## src/rtl/riscv_mem_arbiter.sv

```systemverilog
// riscv_mem_arbiter: one shared memory port for core fetch and data.
// Optional: define RISCV_ARB_FAIRNESS_EN to bound fetch starvation.
module riscv_mem_arbiter #(
  parameter int STARVE_LIMIT = 4
) (
  input  logic        clock,
  input  logic        reset,
  input  logic [31:0] instruction_address,
  output logic [31:0] instruction_data,
  output logic        instruction_ready,
  input  logic [31:0] data_address,
  input  logic [1:0]  data_width,
  input  logic [31:0] data_out,
  input  logic        data_read,
  input  logic        data_write,
  output logic [31:0] data_in,
  output logic        data_ready,
  output logic [31:0] mem_address,
  output logic [1:0]  mem_width,
  output logic [31:0] mem_wdata,
  output logic        mem_read,
  output logic        mem_write,
  input  logic [31:0] mem_rdata,
  input  logic        mem_ready,
  output logic        protocol_error
);

  typedef enum logic [1:0] {
    IDLE  = 2'd0,
    FETCH = 2'd1,
    DATA  = 2'd2
  } state_t;

  state_t      state;
  state_t      state_next;
  logic [31:0] addr_q;
  logic [31:0] wdata_q;
  logic [1:0]  width_q;
  logic        rd_q;
  logic        wr_q;
  logic        data_req;
  logic        fetch_owed;
  logic        grant;
  logic        grant_data;
  logic        done;

  assign data_req = data_read | data_write;

`ifdef RISCV_ARB_FAIRNESS_EN
  localparam int CW = $clog2(STARVE_LIMIT + 1) + 1;
  localparam logic [CW-1:0] LIMIT = CW'(STARVE_LIMIT);

  logic [CW-1:0] starve_q;

  // Count back-to-back data grants; a fetch grant clears the debt.
  always_ff @(posedge clock) begin
    if (reset) begin
      starve_q <= '0;
    end else if (grant_data) begin
      if (starve_q < LIMIT)
        starve_q <= starve_q + CW'(1);
    end else if (grant) begin
      starve_q <= '0;
    end
  end

  assign fetch_owed = (starve_q >= LIMIT);
`else
  assign fetch_owed = 1'b0;
`endif

  // Arbitrate, choose next state and drive core-side responses.
  always_comb begin
    state_next        = state;
    done              = 1'b0;
    grant             = 1'b0;
    grant_data        = 1'b0;
    data_ready        = 1'b0;
    data_in           = '0;
    instruction_ready = 1'b0;
    instruction_data  = '0;
    protocol_error    = 1'b0;
    if (!reset) begin
      done       = (state != IDLE) && mem_ready;
      grant      = (state == IDLE) || mem_ready;
      grant_data = grant && data_req && !fetch_owed;
      unique case (1'b1)
        !grant:     state_next = state;
        grant_data: state_next = DATA;
        default:    state_next = FETCH;
      endcase
      if (done && state == DATA) begin
        data_ready = 1'b1;
        data_in    = mem_rdata;
      end
      if (done && state == FETCH &&
          addr_q == instruction_address) begin
        instruction_ready = 1'b1;
        instruction_data  = mem_rdata;
      end
      protocol_error = grant_data &&
        (data_width == 2'd3 || (data_read && data_write));
    end
  end

  // State register; reset abandons any transaction in flight.
  always_ff @(posedge clock) begin
    if (reset)
      state <= IDLE;
    else
      state <= state_next;
  end

  // Latch the winner; the memory port sees only these copies.
  always_ff @(posedge clock) begin
    if (reset) begin
      addr_q  <= '0;
      wdata_q <= '0;
      width_q <= '0;
      rd_q    <= 1'b0;
      wr_q    <= 1'b0;
    end else if (grant_data) begin
      addr_q  <= data_address;
      wdata_q <= data_out;
      width_q <= (data_width == 2'd3) ? 2'd2 : data_width;
      rd_q    <= !data_write;
      wr_q    <= data_write;
    end else if (grant) begin
      addr_q  <= instruction_address;
      wdata_q <= '0;
      width_q <= 2'd2;
      rd_q    <= 1'b1;
      wr_q    <= 1'b0;
    end
  end

  assign mem_address = addr_q;
  assign mem_width   = width_q;
  assign mem_wdata   = wdata_q;
  assign mem_read    = rd_q;
  assign mem_write   = wr_q;

endmodule

```

## config.mk

```make
export PLATFORM = sky130hd
export DESIGN_NAME = riscv_mem_arbiter
export DESIGN_NICKNAME = d
export VERILOG_FILES = /design/src/rtl/riscv_mem_arbiter.sv
export SDC_FILE = /design/constraint.sdc
export NUM_CORES = 1
export LEC_CHECK = 0
export CAP_MARGIN = 20
export CORE_AREA = 5 5 110 112
export DETAILED_ROUTE_END_ITERATION = 12
export DIE_AREA = 0 0 115 117
export PLACE_DENSITY = 0.8
export SLEW_MARGIN = 15
export SYNTH_ARGS = -nofsm -noshare
export SYNTH_HDL_FRONTEND = slang
export SYNTH_SLANG_ARGS = --single-unit
```

## constraint.sdc

```tcl
create_clock -name clock -period 2 [get_ports clock]
set_input_delay 0.4 -clock clock [delete_from_list [all_inputs] [get_ports clock]]
set_output_delay 0.4 -clock clock [all_outputs]
set_load 0.01 [all_outputs]
```

==> results of run 1 <==
==> worst max-delay path, cell delays in order <==
cell and delay (ps):
clkdlybuf4s50_1 440, xor2_1 220, nor4_4 210, nand4_4 150, buf_6 180, buf_16 150, nor3_4 190, buf_2 160
==> layout make-up <==
cell class | count | share of cell area, %
Clock inverter | 3 | 0.2591
Multi-Input combinational cell | 324 | 32.16
Antenna cell | 5 | 0.1619
Timing Repair Buffer | 345 | 43.51
Tap cell | 143 | 2.315
Inverter | 1 | 0.04858
Sequential cell | 70 | 18.23
Clock buffer | 12 | 3.319
==> layer usage <==
layer / wire (um) / track usage (%) / up-vias
met5: 0 / 0 / -
met3: 1878 / 9.049 / 32
met1: 6391 / 27.62 / 2214
met4: 554 / 10.09 / 0
met2: 9566 / 47.92 / 259
li1: - / - / 2170
==> stage by stage <==
stage | worst slack, ps | std cells | TNS, ps | area (sq um)
global route | -562.0 | 900 | -17400 | 7720
CTS | -469.8 | 901 | -16830 | 7595
floorplan | 105.4 | 434 | 0 | 3745
detailed placement | -1065 | 861 | -68230 | 6905
finish | -504.8 | 903 | -14040 | 7727
global placement | -1052 | 861 | -63100 | 6905
==> worst min path at each step <==
stage	startpoint	to	slack, ps	cells after the start
after floorplan	state[0]	state[0]	450	2
after global placement	mem_width[0]	mem_width[0]	450	1
after detailed placement	mem_write	mem_write	450	2
after CTS	mem_write	mem_write	460	2
after global routing	reset	state[0]	480	3
final	mem_write	mem_write	460	2
==> flip-flops by register name, summed over array words and instances (netlist names) <==
| register | cells |
|---|---|
| mem_wdata | 32 |
| mem_width | 2 |
| state | 2 |
| mem_read | 1 |
| mem_write | 1 |
| mem_address | 32 |
==> cell usage in the layout (no fill, tap or decap), types with 4 or more instances in the layout <==
cell type	synthesis	final
nor3_4	0	20
buf_2	13	35
dlygate4sd2_1	0	29
and2_1	32	4
dfxtp_1	70	64
clkdlybuf4s50_1	0	171
o21ai_0	29	29
nor3_2	32	15
nor4_2	4	4
clkbuf_16	0	9
diode_2	0	5
xor2_1	32	23
xor2_2	0	9
a22o_1	32	32
buf_16	0	5
nand2_1	68	68
buf_12	0	7
dfxtp_2	0	6
buf_6	6	48
buf_4	0	48
a311oi_1	32	32
and2_4	0	28
nor2_1	37	37
==> repair_timing <==
| action | CTS | global route |
|---|---|---|
| hold endpoints to repair | 0 | 0 |
| setup buffers | 14 | 0 |
| endpoints found under the setup margin | 101 | 67 |
| pin swaps | 47 | 12 |
| hold buffers | 0 | 0 |
| cloned | 11 | 0 |
| resized for setup | 385 | 47 |
==> kinds of logic (layout without fill, tap and decap cells) <==
kind of cell | count (synthesis) | in the layout | share of synthesized area [%]
buf+inv | 41 | 361 | 5.747
flops | 70 | 70 | 37.42
compound gates | 101 | 101 | 20.18
other cells | 0 | 5 | 0
simple gates | 190 | 191 | 29.17
xor+xnor | 32 | 32 | 7.484
==> where the power goes <==
group | switching, uW | internal, uW
logic | 582 | 739
clock network | 578 | 898
registers | 79.2 | 1520
total | 1240 | 3150
==> impl_metrics.json, run 1 <==
{
  "numCtsBuffers": 9,
  "worst-setup-path-type": "in -> out",
  "multiInputGateArea_sq_um": 2485,
  "io_pins": 270,
  "seqCellArea_sq_um": 1409,
  "fill_cells": 828,
  "synth_edf_count": 0,
  "hold_class": "reg -> reg",
  "critical_path.startpoint": "instruction_address[27]",
  "rows": 39,
  "syn_nets": 569,
  "vias": 4675,
  "vias_per_cell": 5.177,
  "path_max_fanout": 8,
  "drt_wl_total_um": 18390,
  "nets": 886,
  "setup_viol": 45,
  "yosys_warnings": 0,
  "critPathCapture": "instruction_data[20]",
  "cts.sinks": 70,
  "clkLatencyLatePin_ps": 330,
  "clkTransAtPathRegs_ps": 60,
  "drc": 0,
  "wl_per_cell_um": 20.37,
  "drt_iter0_markers": 295,
  "cp.required_ps": 1600,
  "drv_slew": 0,
  "port_buffers": 269,
  "violations": "negative setup slack",
  "antenna_found_initial": 2,
  "leakagePower_uw": 0.003457,
  "fin_crit_ps": 2505,
  "fmax_ghz": 0.3992,
  "ys_ff_latch": 70,
  "synth_top_area_share_pct": 37.42,
  "place.gp.congestion": 0.9581,
  "cts_buffer_depth": 2,
  "regToRegSetupSlack_ps": 220,
  "ys_top_cells_by_count": "dfxtp_1, nand2_1, nor2_1",
  "min_period_over_period_pct": 125.2,
  "cts_root_buffer": "clkbuf_16",
  "grt_pass1_vias": 4965,
  "ys_async_sr_fraction_pct": 0,
  "grt-ovfl-total": 0,
  "initial_utilization_pct": 33.66,
  "area_growth_syn_to_layout_pct": 106.3,
  "core_sq_um": 11130,
  "rsz0062_at_grt": "yes",
  "syn-cell-area_sq_um": 3745,
  "dp_hpwl_um": 13010,
  "hold_viol_final": 0,
  "rr_startpoint": "state[1]",
  "ys_seq_area_share_pct": 37.42,
  "startpoint_type": "input pin",
  "p_per_area_nw_per_um2": 568.2,
  "worst_slew_pin_slew_ps": 709.4,
  "synth_cell_types": 27,
  "synth_top_cell_by_area": "dfxtp_1",
  "synth-main-ff-cell": "dfxtp_1",
  "grt_max_degree": 37,
  "postLayoutCoreUtil_pct": 69.46,
  "status": "complete, but fails checks",
  "die_y_um": 117,
  "skew_ps": 8.768,
  "fp.dieW_um": 115,
  "setup_slack_ps": -504.8,
  "drive_above_1_share_pct": 33.11,
  "irDropWorstVdd_mv": 0.5489,
  "end_kind": "output pin",
  "synth_most_common_cell": "dfxtp_1",
  "syn-instance-count": 434,
  "p_total_uw": 4391,
  "arrival_ps": 2100,
  "synth_area_leaders": "dfxtp_1, nor3_2, a22o_1, a311oi_1, xor2_1",
  "timing.rr.end": "mem_wdata[13]",
  "timing.max_slew.rel_slack_pct": 52.55,
  "holdWs_ps": 456.7,
  "cts_tree": "built",
  "die_area_sq_um": 13460,
  "worst_r2r_path_depth": 7,
  "synth_area_per_cell_sq_um": 8.629,
  "antenna_left": 0,
  "cts_htree_levels": 3,
  "grtUsageTotal_pct": 26.18,
  "grt_pass1_wl_um": 27210,
  "max_cap_violations": 0,
  "firstDrtPassIters": 4
}
No activity file was read; power rests on OpenSTA's default activity.
==> inputs of run 2 (changes only) <==
ABC_CLOCK_PERIOD_IN_PS = 2000   (was unset)
PLACE_DENSITY = 0.89   (was 0.8)
==> impl_metrics.json, run 2 (synthesized netlist as in run 1, its figures left out) <==
{
  "path_buf_inv": 4,
  "fin_crit_ps": 2434,
  "seqCellArea_sq_um": 1409,
  "setup-tns-final_ps": -12280,
  "skew_ps": 4.598,
  "worst-setup-path-type": "reg -> out",
  "cts.sinks": 70,
  "nets": 891,
  "die_y_um": 117,
  "grt_use_met3_pct": 5.553,
  "antenna_left": 0,
  "rows": 39,
  "cts_htree_levels": 3,
  "hold_class": "reg -> reg",
  "status": "complete, but fails checks",
  "leakagePower_uw": 0.003352,
  "gr-usage-met2_pct": 47.03,
  "fill_cells": 853,
  "port_buffers": 269,
  "drive_above_1_share_pct": 28.91,
  "holdWs_ps": 475.6,
  "cts_tree": "built",
  "place.gp.congestion": 0.9331,
  "violations": "negative setup slack",
  "fp.dieW_um": 115,
  "wl_per_cell_um": 19.83,
  "slowest_stage": "dfxtp_2",
  "place_ws_ps": -1076,
  "final_cell_mix": "clkdlybuf4s50_1, nand2_1, dfxtp_1, buf_4, buf_2",
  "grt_pass1_wl_um": 25430,
  "grt_use_met1_pct": 25.90,
  "drt_wl_total_um": 17920,
  "cts_root_buffer": "clkbuf_16",
  "crit_family": "buffers and inverters",
  "firstDrtPassIters": 5,
  "core_sq_um": 11130,
  "postLayoutCoreUtil_pct": 67.42,
  "setup_viol": 33,
  "grt_pass1_vias": 4814,
  "io_pins": 270,
  "antennaDiodeCount": 0,
  "final_common_cell": "clkdlybuf4s50_1",
  "vias_per_cell": 5.254,
  "numCtsBuffers": 9,
  "end_kind": "output pin",
  "path_max_fanout": 8,
  "area_growth_syn_to_layout_pct": 100.3,
  "clkLatencyLatePin_ps": 320,
  "multiInputGateArea_sq_um": 2415,
  "critPathMaxStageDelay_ps": 320,
  "initial_utilization_pct": 33.66,
  "die_area_sq_um": 13460,
  "clkTransAtPathRegs_ps": 60,
  "antenna_found_initial": 1,
  "startpoint_type": "register",
  "cp_cell_sequence": "xor2_1, nor4_1, buf_4, nand4_4, buf_12, buf_16, nor3b_4, buf_2",
  "max_cap_violations": 0,
  "vias": 4750,
  "cts_buffer_depth": 2,
  "setup_slack_ps": -433.8,
  "drc": 0,
  "placed_area_sq_um": 6928,
  "drv_slew": 0,
  "grt_max_degree": 35,
  "grtUsageTotal_pct": 24.58,
  "fin_area_sq_um": 7501,
  "p_per_area_nw_per_um2": 593.0,
  "dp_hpwl_um": 12420,
  "min_period_over_period_pct": 121.7,
  "timing.max_slew.rel_slack_pct": 49.81,
  "grt-ovfl-total": 0,
  "grt.busiest_layer": "met2",
  "irDropWorstVdd_mv": 0.4896,
  "cp.required_ps": 1600,
  "fmax_ghz": 0.4109,
  "worst_slew_pin_slew_ps": 750.4,
  "drt_iter0_markers": 354,
  "rsz0062_at_grt": "yes",
  "arrival_ps": 2030,
  "hold_viol_final": 0
}
[run 2: cell count changes in the layout (fill, tap and decap cells not counted), moves of 10 or more]
cell / previous run / this run
and2_4: 28 / 3
buf_2: 35 / 45
and2_1: 4 / 29
buf_6: 48 / 14
clkbuf_2: 0 / 11
[run 2: final timing paths]
check | start | depth (start not counted) | slack [ps] | end
worst min register to register | mem_write | 2 | 480 | mem_write
worst min-delay path | mem_write | 2 | 480 | mem_write
worst max-delay path | mem_address[29] | 8 | -430 | instruction_ready
worst max register to register | state[1] | 6 | 290 | mem_wdata[31]
[run 2: repair_timing]
action	4_1_cts	5_1_grt
cloned	10	1
pin swaps	31	21
endpoints found under the setup margin	101	54
buffers inserted	14	2
hold buffers	0	0
resized for setup	282	55
[run 2: area by class of cell]
| class | count | share of cell area [%] |
|---|---|---|
| tap | 143 | 2.385 |
| timing repair buffer | 346 | 42.62 |
| multi-input combinational | 328 | 32.19 |
| inverter | 1 | 0.05004 |
| sequential | 70 | 18.78 |
| clock inverter | 6 | 0.9174 |
| clock buffer | 10 | 3.053 |
[run 2: per-layer routing]
metal | vias up | wire, um
met5 | - | 8
met4 | 2 | 585
met3 | 49 | 1548
met2 | 243 | 9622
met1 | 2260 | 6160
li1 | 2196 | -
[run 2: worst register-to-register path, delay by kind of cell, from the launching register on]
family	cells	cell delay (ps)
compound gates	1	270
flops	1	320
buf+inv	2	310
simple gates	3	760
[run 2: through the flow]
stage	total power (uW)	instances
after floorplan	2043	434
after global placement	2811	864
after detailed placement	2846	864
after CTS	4484	904
after global routing	4649	904
final	4448	904
[run 2: power breakdown]
part	switching, uW	internal (uW)
Combinational	559	721
Sequential	77.4	1520
Clock	602	974
Total	1240	3210
==> patch 1 (flow settings as in run 2) <==
Encoding of `state_t`: now one-hot (3 bits for 3 states).
--- a/src/rtl/riscv_mem_arbiter.sv
+++ b/src/rtl/riscv_mem_arbiter.sv
@@ -25,10 +25,10 @@
   output logic        protocol_error
 );
 
-  typedef enum logic [1:0] {
-    IDLE  = 2'd0,
-    FETCH = 2'd1,
-    DATA  = 2'd2
+  typedef enum logic [2:0] {
+    IDLE  = 3'b001,
+    FETCH = 3'b010,
+    DATA  = 3'b100
   } state_t;
 
   state_t      state;
Function: same outputs for any inputs over 10 cycles, from zero or initial values and one cycle with reset high; not proved beyond that.
==> patch 1 against run 2 <==
The run still ends with setup timing left. Routed wire length is 7.5% higher. Hold slack worse by 0.0047 ns. Worst setup slack worse by 0.19 ns. Die area stayed put. Final area is 18% higher. Total power is 15% higher. Register-to-register slack better by 0.06 ns. Sequential cell count is 1 higher. Synthesized area is 3.5% higher. Critical endpoint is now instruction_data[18]. Largest power group is now the clock network. Highest routed layer is now met4.
==> patch 1: results (changes against run 2) <==
Nets=915 (+2.7%); WL/cell=20.7 um (+4.3%); met2 Usage GRT=49.5% (+2.5 points); Final GP Congestion=0.886 (-5.0%); layout cells sized above 1=40.3% (+11 points); setup tns final=-32.88 ns (-20.60 ns); final-report setup violation count=66 (+100%); sequential share of the synthesized area=36.7% (-0.75 points); Area contributors post-synth=dfxtp_1 (37%), nor4_2 (10%), a22o_1 (7.2%); Slew @ Worst Pin=0.473 ns (-0.277 ns); largest net degree at the start of global routing=69 (+97%); GR Util All Layers=27.5% (+3.0 points); Clock Skews=0.00593 ns (+0.00133 ns); first-pass GRT wire length=28,700 um (+13%); placed instance area=7530 um2 (+8.7%); vias per cell=5.39 (+2.7%); worst-path fanout max=4 (-4); Crit path largest cell delay=0.42 ns (+0.10 ns); top post-synthesis cells by count=dfxtp_1 (71), clkbuf_1 (38), nor2_1 (38); failing checks=setup timing; Pleak=3.73 nW (+11%); status=complete, but fails checks; Placed Instances=873 (+1.0%); Peak VDD IR=0.000580 V (+18%); final cell count without fillers=932 (+3.1%); Post-CTS Hold Buffers=0 (unchanged); CP max-delay cell=or3b_4; DP Worst Slack=-1.10 ns (-0.0273 ns); Worst Hold Depth=1 (-1); Clock Latency Late Sink=0.33 ns; dpl hpwl=12,500 um (+1.0%); 1st-iter DRT viols=317 (-10%); syn nets=578 (+1.6%); GRT met1 Usage=29.7% (+3.8 points); pwr dens=580 nW/um2 (-2.1%); worst path arrival time=2.22 ns (+0.19 ns); PortBufs=269 (unchanged); initial antenna violation count=3 (+2); DRT Pass-1 Iters=4 (-1); Netlist cell types=31 (+15%); setup ws final=-0.625 ns (-0.191 ns); met3 global-route usage=7.40% (+1.9 points); vias in the first global route=5,266 (+9.4%); predominant post-synthesis flop cell=dfxtp_1; Mapped Cells=443 (+2.1%)
-- patch 1: worst paths after layout --
check           startpoint  slack [ns]                    to
min          mem_wdata[21]        0.47         mem_wdata[21]
min reg2reg  mem_wdata[21]        0.47         mem_wdata[21]
max               state[0]       -0.62  instruction_data[18]
max reg2reg       state[2]        0.35       mem_address[12]
-- patch 1: final cells by class --
class,count,area (um2)
fillers,664,2280
clock buffers,9,225
multi-input cells,324,3030
repair buffers,373,3820
clock inverters,7,145
well taps,143,179
inverters,1,3.75
flip-flops and latches,71,1430
diodes,4,10.0
-- patch 1: kinds of logic (layout without fill, tap and decap cells) --
| group | count (synthesis) | in the layout | synth area share, % |
|---|---|---|---|
| muxes | 1 | 1 | 0.258 |
| xor gates and xnor gates | 32 | 32 | 7.23 |
| AOI/OAI and AO/OA | 101 | 101 | 19.6 |
| DFF | 71 | 71 | 36.7 |
| buffers and inverters | 48 | 390 | 5.33 |
| other | 0 | 4 | 0 |
| and+or+nand+nor | 190 | 190 | 31.0 |
-- patch 1: power by group --
part | internal [mW] | switching (mW)
Clock | 1.35 | 0.628
Sequential | 1.54 | 0.0884
Combinational | 0.830 | 0.696
-- patch 1: through the flow --
step                      utilization, %  power, mW  hold slack, ns
after CTS                           78.6       5.15           0.475
after detailed placement            67.7       3.02           0.458
after global placement              67.6       2.98           0.456
final                               79.5       5.13           0.471
after floorplan                        -       2.16           0.442
after global routing                79.5       5.32           0.491
-- patch 1: timing repair --
| item | 4_1_cts | 5_1_grt |
|---|---|---|
| setup endpoints to repair | 84 | 67 |
| endpoints found under the hold margin | 0 | 0 |
| pin swaps | 29 | 13 |
| gates cloned | 15 | 0 |
| setup buffers | 21 | 15 |
| resized for setup | 421 | 46 |
-- patch 1: worst max-delay path: cells and delay by family (launching register included) --
family | cells | cell delay (ns)
buffers and inverters | 3 | 0.49
AND/OR/NAND/NOR | 4 | 1.08
flip-flops | 1 | 0.32
-- patch 1: per-layer routing --
metal / part of all wire [%] / vias up
li1: - / 2308
met1: 37 / 2430
met2: 52 / 242
met3: 7.7 / 47
met4: 3.4 / 0
met5: 0 / -
==> patch 2 (flow settings as in run 2) <==
Without the edit above. Add a define of `RISCV_ARB_FAIRNESS_EN`.
--- a/src/rtl/riscv_mem_arbiter.sv
+++ b/src/rtl/riscv_mem_arbiter.sv
@@ -1,5 +1,7 @@
 // riscv_mem_arbiter: one shared memory port for core fetch and data.
 // Optional: define RISCV_ARB_FAIRNESS_EN to bound fetch starvation.
+`define RISCV_ARB_FAIRNESS_EN
+
 module riscv_mem_arbiter #(
   parameter int STARVE_LIMIT = 4
 ) (
Formal check against the unedited RTL: not equivalent (Yosys sat finds a counterexample within 10 cycles, from zero or initial values and one cycle with reset high).
==> patch 2 against run 2 <==
The flow still finishes with violations (setup timing). Sequential share of layout area is 0.12 points higher. Final area is 5.0% higher. First-iteration DRC count is 25% lower. Sequential cell count is 4 higher. Worst setup slack worse by 0.021 ns. Routed wire length is 2.5% lower. Synthesized area is 6.7% higher. Total power is 10% higher. Clock power is 12% higher. Highest routed layer is now met4.
==> patch 2: results (changes against run 2) <==
status=complete, but fails checks; failing checks=setup timing; vias per cell=5.04 (-4.0%); initial antenna violation count=4 (+3); dpl hpwl=13,100 um (+5.5%); first-pass GRT wire length=26,000 um (+2.3%); setup tns final=-14.00 ns (-1.72 ns); setup ws final=-0.455 ns (-0.0210 ns); vias in the first global route=4,917 (+2.1%); Async SR Flop Fraction=0% (unchanged); Total Wirelength=17,500 um (-2.5%); Netlist cell types=29 (+7.4%); top post-synthesis cells by count=dfxtp_1 (74), nor2_1 (72), a22oi_1 (35); Nets=900 (+1.0%); layout cells sized above 1=31.5% (+2.6 points); CTS buffer count=9 (unchanged); 1st-iter DRT viols=266 (-25%); sequential share of the synthesized area=37.1% (-0.34 points); Peak VDD IR=0.000662 V (+35%); GRT overflow=0 (unchanged); DRT Pass-1 Iters=5 (unchanged); critical path's top delay family=buffers and inverters; largest net degree at the start of global routing=76 (+120%); syn nets=582 (+2.3%); Synth warnings=0 (unchanged); GR Util All Layers=24.9% (+0.28 points); Clock Latency Late Sink=0.33 ns; PortBufs=269 (unchanged); worst path arrival time=2.05 ns (+0.02 ns); H-tree depth=3 (unchanged); worst r2r path cells=5 (-1); Clock transition at path regs=0.06 ns (about the same); buffers from clock root to sink, at most=2 (unchanged); CP max-delay cell=dfxtp_2; worst-path fanout max=7 (-1); Slew headroom=45.3% (-4.5 points); Worst Hold Depth=3 (+1); Clock Skews=0.00429 ns (-0.000309 ns); Hold WC Path Type=in -> reg; final-report setup violation count=46 (+39%); Final GP Congestion=0.941 (+0.84%); Area contributors post-synth=dfxtp_1 (37%), mux2i_1 (8.3%), nor3_2 (8.0%); Crit path largest cell delay=0.33 ns; clock root buffer=clkbuf_16; predominant post-synthesis flop cell=dfxtp_1; Pleak=3.67 nW (+9.5%)
[patch 2: cell count changes after synthesis, sizes merged, moves of 33 or more]
cell	change
nor2	+33
a22oi	+34
a211oi	+33
mux2i	+33
nand2	-34
[patch 2: metrics by stage]
step / std cells / setup slack [ns] / utilization [%] / instance area (um2)
3_3_place_gp: 883 / -1.27 / 64.8 / 7210
4_1_cts: 914 / -0.534 / 69.4 / 7720
3_5_place_dp: 883 / -1.27 / 64.8 / 7210
6_report: 917 / -0.455 / 70.8 / 7880
5_1_grt: 916 / -0.562 / 70.8 / 7870
2_1_floorplan: 446 / 0.117 / - / 4000
[patch 2: metal layers]
metal | share of wire [%] | vias to the layer above | global-route usage [%] | routed length (um)
met5 | 0 | - | 0 | 0
met4 | 2.5 | 0 | 9.47 | 437
met3 | 9.7 | 30 | 8.02 | 1700
met2 | 53 | 228 | 47.3 | 9260
met1 | 35 | 2170 | 25.2 | 6080
li1 | - | 2196 | - | -
[patch 2: layout make-up]
class | instances | area [um2]
clock buffers | 10 | 239
clock inverters | 6 | 87.6
diodes | 5 | 12.5
repair buffers | 346 | 3260
multi-input cells | 332 | 2600
flip-flops and latches | 74 | 1490
well taps | 143 | 179
fillers | 800 | 3250
inverters | 1 | 3.75
[patch 2: logic make-up (layout without fill, tap and decap cells)]
kind of cell / after synthesis / after routing / synth area share (%)
other: 0 / 5 / 0
adders and majority gates: 1 / 1 / 0.313
AOI/OAI and AO/OA: 74 / 74 / 13.8
xor gates and xnor gates: 32 / 32 / 7.02
muxes: 33 / 33 / 8.27
buffers and inverters: 40 / 363 / 5.92
DFF: 74 / 74 / 37.1
and+or+nand+nor: 192 / 192 / 27.6
[patch 2: tightest hold or removal path, stage by stage]
cell      delay (ns)
buf_2           0.13
nand2b_1        0.11
a21oi_1         0.06
[patch 2: where the power goes]
part | switching (mW) | internal (mW)
Combinational | 0.644 | 0.793
Sequential | 0.0918 | 1.61
Clock | 0.637 | 1.13
[patch 2: worst paths after layout]
kind,start,end,slack (ns)
hold reg to reg,mem_width[0],mem_width[0],0.47
setup / recovery,mem_address[17],instruction_data[24],-0.45
setup reg to reg,state[1],mem_address[1],0.30
hold / removal,mem_ready,state[1],0.42
[patch 2: repair_timing]
| action | CTS | global route |
|---|---|---|
| gates cloned | 5 | 0 |
| resized for setup | 364 | 54 |
| pin swaps | 44 | 12 |
| setup buffers | 10 | 1 |
| endpoints found under the setup margin | 67 | 75 |
